### src/rtl/hp_alarm_mon.sv
// hp_alarm_mon: qualifies the phase-detector Alarm into a sticky tamper flag.
// Alarm is synchronized, ignored until a clean warm-up window has elapsed,
// trips on a run of consecutive alarm cycles, counts trips and can lock out.
module hp_alarm_mon #(
   parameter int unsigned SYNC_STAGES   = 2,
   parameter int unsigned WARMUP_CYCLES = 16,
   parameter int unsigned TRIP_THRESH   = 1,
   parameter int unsigned CNT_W         = 8,
   parameter int unsigned LOCK_COUNT    = 4
) (
   input  logic             CK,
   input  logic             RST_N,
   input  logic             en,
   input  logic             Alarm,
   input  logic             clr_req,
   output logic             clr_ack,
   output logic             armed,
   output logic             tamper,
   output logic             tamper_pulse,
   output logic             locked,
   output logic [CNT_W-1:0] event_cnt,
   output logic [2:0]       state
);

   // Counters only ever reach threshold-1, so clog2 of the threshold suffices.
   localparam int unsigned WU_W  = (WARMUP_CYCLES > 1) ? $clog2(WARMUP_CYCLES) : 1;
   localparam int unsigned RUN_W = (TRIP_THRESH > 1) ? $clog2(TRIP_THRESH) : 1;

   typedef enum logic [2:0] {
      S_DISARMED = 3'd0,
      S_WARMUP   = 3'd1,
      S_ARMED    = 3'd2,
      S_TRIPPED  = 3'd3,
      S_LOCKED   = 3'd4
   } state_t;

   state_t                 state_q;
   logic [SYNC_STAGES-1:0] sync_q;
   logic [WU_W-1:0]        wu_q;
   logic [RUN_W-1:0]       run_q;
   logic [CNT_W-1:0]       event_cnt_q;
   logic [CNT_W-1:0]       event_cnt_d;
   logic                   tamper_q;
   logic                   pulse_q;
   logic                   ack_q;

   logic                   alarm_s;
   logic                   wu_done;
   logic                   run_hit;
   logic                   lock_hit;

   // Alarm synchronizer; only the last stage feeds any decision.
   always_ff @(posedge CK) begin
      if (!RST_N) begin
         sync_q <= '0;
      end else begin
         sync_q <= {sync_q[SYNC_STAGES-2:0], Alarm};
      end
   end

   // Threshold decodes and the saturated trip count a trip would produce.
   always_comb begin
      alarm_s     = sync_q[SYNC_STAGES-1];
      wu_done     = (wu_q == WU_W'(WARMUP_CYCLES - 1));
      run_hit     = (run_q == RUN_W'(TRIP_THRESH - 1));
      event_cnt_d = (event_cnt_q == '1) ? event_cnt_q : event_cnt_q + CNT_W'(1);
      lock_hit    = (LOCK_COUNT != 0) && (32'(event_cnt_d) >= LOCK_COUNT);
   end

   // Monitor FSM with its counters and registered flags.
   always_ff @(posedge CK) begin
      if (!RST_N) begin
         state_q     <= S_DISARMED;
         wu_q        <= '0;
         run_q       <= '0;
         event_cnt_q <= '0;
         tamper_q    <= 1'b0;
         pulse_q     <= 1'b0;
         ack_q       <= 1'b0;
      end else begin
         pulse_q <= 1'b0;
         ack_q   <= 1'b0;
         unique case (state_q)
            S_DISARMED: begin
               wu_q  <= '0;
               run_q <= '0;
               if (en) begin
                  state_q <= S_WARMUP;
               end
            end
            S_WARMUP: begin
               run_q <= '0;
               if (!en) begin
                  state_q <= S_DISARMED;
                  wu_q    <= '0;
               end else if (alarm_s) begin
                  wu_q <= '0;
               end else if (wu_done) begin
                  state_q <= S_ARMED;
                  wu_q    <= '0;
               end else begin
                  wu_q <= wu_q + WU_W'(1);
               end
            end
            S_ARMED: begin
               wu_q <= '0;
               // A trip takes priority over a simultaneous disable.
               if (alarm_s && run_hit) begin
                  event_cnt_q <= event_cnt_d;
                  tamper_q    <= 1'b1;
                  pulse_q     <= 1'b1;
                  run_q       <= '0;
                  state_q     <= lock_hit ? S_LOCKED : S_TRIPPED;
               end else if (!en) begin
                  state_q <= S_DISARMED;
                  run_q   <= '0;
               end else if (alarm_s) begin
                  run_q <= run_q + RUN_W'(1);
               end else begin
                  run_q <= '0;
               end
            end
            S_TRIPPED: begin
               if (clr_req) begin
                  ack_q    <= 1'b1;
                  tamper_q <= 1'b0;
                  state_q  <= en ? S_WARMUP : S_DISARMED;
               end
            end
            S_LOCKED: begin
               tamper_q <= 1'b1;
            end
            default: begin
               state_q <= S_DISARMED;
            end
         endcase
      end
   end

   assign state        = state_q;
   assign armed        = (state_q == S_ARMED);
   assign locked       = (state_q == S_LOCKED);
   assign tamper       = tamper_q;
   assign tamper_pulse = pulse_q;
   assign clr_ack      = ack_q;
   assign event_cnt    = event_cnt_q;

endmodule

### config.mk
export PLATFORM = sky130hd
export DESIGN_NAME = hp_alarm_mon
export DESIGN_NICKNAME = d
export VERILOG_FILES = /design/src/rtl/hp_alarm_mon.sv
export SDC_FILE = /design/constraint.sdc
export NUM_CORES = 1
export LEC_CHECK = 0
export BUFFER_PORTS_ARGS = -buffer_cell sky130_fd_sc_hd__buf_2
export CAP_MARGIN = 15
export CORE_ASPECT_RATIO = 0.9
export CORE_MARGIN = 4
export CORE_UTILIZATION = 45
export DETAILED_ROUTE_END_ITERATION = 10
export PLACE_DENSITY = 0.67
export REMOVE_ABC_BUFFERS = 1
export SKIP_CTS_REPAIR_TIMING = 1
export SYNTH_ARGS = -nofsm -noshare
export SYNTH_HDL_FRONTEND = slang
export SYNTH_SLANG_ARGS = --single-unit
### constraint.sdc
create_clock -name CK -period 2.2 [get_ports CK]
set_clock_uncertainty 0.05 [all_clocks]
set_input_delay 0.44 -clock CK [delete_from_list [all_inputs] [get_ports CK]]
set_output_delay 0.44 -clock CK [all_outputs]
set_load 0.05 [all_outputs]
Word level (Yosys, flattened, before mapping). Index checks and enable logic that the tools add are counted.

$add $sub $neg: 3. $mul: 0. Div/mod/pow operators: 0. Order comparisons: 1. Equal/unequal tests: 12. Shift-type cells: 0. Muxes and demuxes: 24. Bitwise operators: 2. Reductions and logical operators: 12.

Operators by type and width (count): $mux 3 (8); $pmux 3 s5 (1); $mux 4 (3); $add 8x1->8 const B (1); $eq 8x8->1 const B (1); $ge 8x3->1 const B (1); $mux 1 (8); $mux 8 (1); $pmux 4 s2 (1); $eq 3x2->1 const B (2); $ne 3x3->1 const B (2); $reduce_and 2->1 (3); $reduce_and 6->1 (1); $add 4x1->4 const B (1); $eq 4x4->1 const B (1); $ne 2x2->1 const B (2); $reduce_bool 2->1 (2); $reduce_or 2->1 (2); $eq 3x1->1 const B (1); $eq 3x3->1 const B (1); $logic_not 3->1 (1); $ne 3x2->1 const B (1); $pmux 1 s3 (1); $reduce_and 3->1 (1); 6 further kinds (7).

Register bits after elaboration: 21. Latch bits: 0. Memory bits (writable): 0. Memory bits (read-only): 0. Output and inout bits: 16. Word-level logic and storage cells: 62. Memories: 0.

Depth between registers and ports, before layout.
Word-level depth: 6. Gate-level depth with buffers: 6. Mapped depth without buffers: 5.

Least setup slack after synthesis. OpenSTA, ideal clock, no wires.

Path kind: register -> register. From: register state_q[1] (netlist: state[1]). To: register state_q[1] (netlist: state[1]). Library setup time: 0.095 ns. Data arrival time: 2.110 ns. Slack: -0.055 ns. Stages on the path, launching flop included: 6. Clock period less this slack: 2.255 ns. Cells stage by stage: dfxtp_1 > buf_4 > nor3b_4 > and3_2 > o2111ai_1 > a221oi_1.

Word-level cells in the longest chain between the ends: 3. Elaborated cells on any way between the ends: 13. Classes of those cells: eq/ne: 9; mux: 1; bitwise: 1; reduce/logical: 2.

RTL lines: start: declaration (RTL line 37) `state_t state_q;`; start signal: assignment (RTL line 113) `state_q <= lock_hit ? S_LOCKED : S_TRIPPED;`; start signal: assignment (RTL line 127) `state_q <= en ? S_WARMUP : S_DISARMED;`; $eq 3x2->1 (*); via armed (RTL line 17) `output logic armed,`; $ne 3x2->1 (no source line); $reduce_and 6->1 (no source line).

The timed path passes the listed nets; every way through them passes the cells marked *. A chain may end at the register's enable or synchronous reset.

Final worst setup path.
From: register event_cnt_q[0] (netlist: event_cnt[0]). To: register state_q[1] (netlist: state[1]).

Word-level cells in the longest chain between the ends: 6. Elaborated cells on any way between the ends: 7. Classes of those cells: add/sub: 1; order compare: 1; eq/ne: 1; mux: 4.

RTL lines: start: declaration (RTL line 41) `logic [CNT_W-1:0] event_cnt_q;`; start signal: assignment (RTL line 109) `event_cnt_q <= event_cnt_d;`; $add 8x1->8 / $eq 8x8->1 (equally long branches) (RTL line 66) `event_cnt_d = (event_cnt_q == '1) ? event_cnt_q : event_cnt_q + CNT_W'(1);`; $mux 8 (*) (RTL line 66); $ge 8x3->1 (*) (RTL line 67) `lock_hit = (LOCK_COUNT != 0) && (32'(event_cnt_d) >= LOCK_COUNT);`; $mux 3 (*) (RTL line 113); $mux 3 (*) (RTL line 108) `if (alarm_s && run_hit) begin`; $pmux 3 s5 (*) (RTL line 83) `unique case (state_q)`.

Mark *: on every way between the ends. The rest lies on a longest branch, timed or not.

==> results_dict.tcl <==
set metrics [dict create \
    cp.required_ns 2.37 \
    slowest_delay_ns 0.43 \
    rows 17 \
    ys_seq_area_share_pct 36.56 \
    worstReg2RegStart "event_cnt[0]" \
    drt-wirelength-per-cell_um 14.23 \
    cts_num_sinks 21 \
    grt_pass1_wl_um 4167 \
    drt-met1-wl_um 1192 \
    syn_avg_cell_area_um2 9.054 \
    reg2reg_depth 5 \
    totalWireLength_um 2476 \
    holdPathStages 2 \
    vias 1024 \
    synth-seq-cells 21 \
    relSlewSlack_pct 70.18 \
    worst-path-buf-inv 0 \
    die_height_um 55.96 \
    grt_pass1_vias 909 \
    synth_top_area_cell "dfxtp_1" \
    yosysMostFrequentCell "dfxtp_1" \
    synth_cells 127 \
    drv_cap 0 \
    r2r_slack_ns 0.23 \
    ys_top_cells_by_count "21 x dfxtp_1, 10 x nand2_1, 8 x a21oi_1" \
    antenna_found_initial 0 \
    max_freq_ghz 0.5066 \
    cts-buffers-inserted 3 \
    fin_nets 154 \
    wl_met2_um 1117 \
    finalCritPeriodShare_pct 89.72 \
    placed_area_um2 1255 \
    power_density_nw_per_um2 570.1 \
    fin_hold_ws_ns 0.2899 \
    worstPathArrival_ns 2.15 \
    port_buffers 20 \
    routed.top_layer "met4" \
    initial_core_util_pct 47.01 \
    htreeDepth 1 \
    regArea_um2 421.7 \
    drv_slew 0 \
    finalSetupViolCount 0 \
    rsz0062_at_grt "no" \
    synth-warning-count 0 \
    area_delta_synth_final_pct 11.53 \
    dp_hpwl_um 1782 \
    cp_top_family "compound AO/OA/AOI/OAI gates" \
    gr-usage-all-layers_pct 15.87 \
    cts_tree "done" \
    cp_slowest_cell "dfxtp_1" \
    synth.cell_area_um2 1150 \
    synth_edf_count 0 \
    synth_top_area_share_pct 36.56 \
    drc 0 \
    drtPass1Iterations 4 \
    crit_path_end_kind "flip-flop" \
    cts_root_buffer "clkbuf_4" \
    period_minus_slack_ns 1.974 \
    multi_input_area_um2 669.4 \
    p_leak_nw 0.5427 \
    peakVddDrop_uv 389.8 \
    hold_violations 0 \
    async_reset_ff_share_pct 0 \
    worstReg2RegEnd "state[1]" \
    grt_max_degree 15 \
    grt_remaining_overflow 0 \
    synth_cell_types 48 \
    worst_hold_path.endpoint "sync_q[0]" \
    path_clk_slew_ns 0.12 \
    layout-drive-gt1-share_pct 22.60 \
    fin_tns_setup_ns 0 \
    cts_max_path_buffers 2 \
    status "complete, no violations" \
    core_region_area_um2 2446 \
    num-fill-cells 227 \
    antenna_left 0 \
    clk_latency_ns 0.31 \
    critPathMaxFanout 9 \
    path_cells "ha_1, and3_1, mux2i_1, o2111ai_1, a221oi_1" \
    synth.area.top_cells "dfxtp_1 37%, a21oi_1 3.5%, and3_1 3.3%, nand2_1 3.3%, a311oi_1 3.0%" \
    design_area_um2 1282 \
    holdCritStartpoint "Alarm" \
    io_pins 21 \
    antenna_cells 0 \
    synth_flop_cell "dfxtp_1" \
    worstMarginPinSlew_ns 0.4467 \
    hold_path_class "input port to flip-flop" \
    viasPerCell 5.885 \
    fp.dieW_um 61.29 \
    path_class "flip-flop to flip-flop" \
    wl_met3_um 142 \
    cp-start-kind "flip-flop" \
    dieArea_um2 3429 \
    drt-initial-drc-count 51 \
    place_congestion 0.7913 \
    power_mw 0.7312 \
]
## where the power goes
part,total (mW),internal [mW],switching (mW),leakage [nW]
combinational,0.129,0.0464,0.0822,0.357
sequential,0.414,0.390,0.0237,0.170
clock,0.189,0.0708,0.118,0.0150
## logic make-up (layout without fill, tap and decap cells)
group	after synthesis	after routing	synth area share, %
and+or+nand+nor	53	53	29.06
AOI/OAI and AO/OA	35	35	23.72
DFF	21	21	36.56
buffers and inverters	12	31	5.222
adders and majority gates	2	2	2.176
xor gates and xnor gates	2	2	1.524
muxes	2	2	1.741
## final cells by class
type / instances / area share, %
repair buffers: 21 / 8.390
multi-input cells: 94 / 52.20
well taps: 28 / 2.732
clock buffers: 4 / 2.049
inverters: 6 / 1.756
flip-flops and latches: 21 / 32.88
## through the flow
step | setup slack (ns) | instances | utilization (%)
global placement | 0.3732 | 170 | 51.30
CTS | 0.09224 | 174 | 52.38
floorplan | -0.04047 | 121 | -
global route | 0.01973 | 174 | 52.43
detailed placement | 0.2588 | 170 | 51.30
finish | 0.2261 | 174 | 52.43
## sequential cells by signal, summed over array words and instances (netlist names)
| register | cells |
|---|---|
| clr_ack | 1 |
| tamper_pulse | 1 |
| tamper | 1 |
| run_q | 1 |
| sync_q | 2 |
| event_cnt | 8 |
| state | 3 |
| wu_q | 4 |
## worst register-to-register path: stages (launching register included)
cell and delay, ns:
dfxtp_1 0.43, ha_1 0.26, and3_1 0.37, mux2i_1 0.29
o2111ai_1 0.19, a221oi_1 0.31
## layer usage
metal  up-vias  global-route usage (%)
li1        524                       -
met1       473                   22.60
met2        25                   21.60
met3         2                   5.336
met4         0                   6.192
met5         -                       0
## worst max-delay path by stage
| stage | start | end | slack, ns | cells past startpoint |
|---|---|---|---|---|
| 2_1_floorplan | state[1] | state[1] | -0.04 | 4 |
| 6_report | event_cnt[0] | state[1] | 0.23 | 5 |
| 3_3_place_gp | event_cnt[0] | state[1] | 0.37 | 5 |
| 3_5_place_dp | event_cnt[0] | state[1] | 0.26 | 5 |
| 4_1_cts | state[0] | locked | 0.09 | 3 |
| 5_1_grt | event_cnt[0] | state[1] | 0.02 | 5 |
## placed cells by master, fill, tap and decap left out, types with 5 or more instances in the layout
master and instances:
nand3_1 6, dfxtp_1 20, buf_2 20, nor2_1 5, and3_1 6, inv_1 6, a21oi_1 8, nand2_1 10
(Power assumes the default switching activity.)
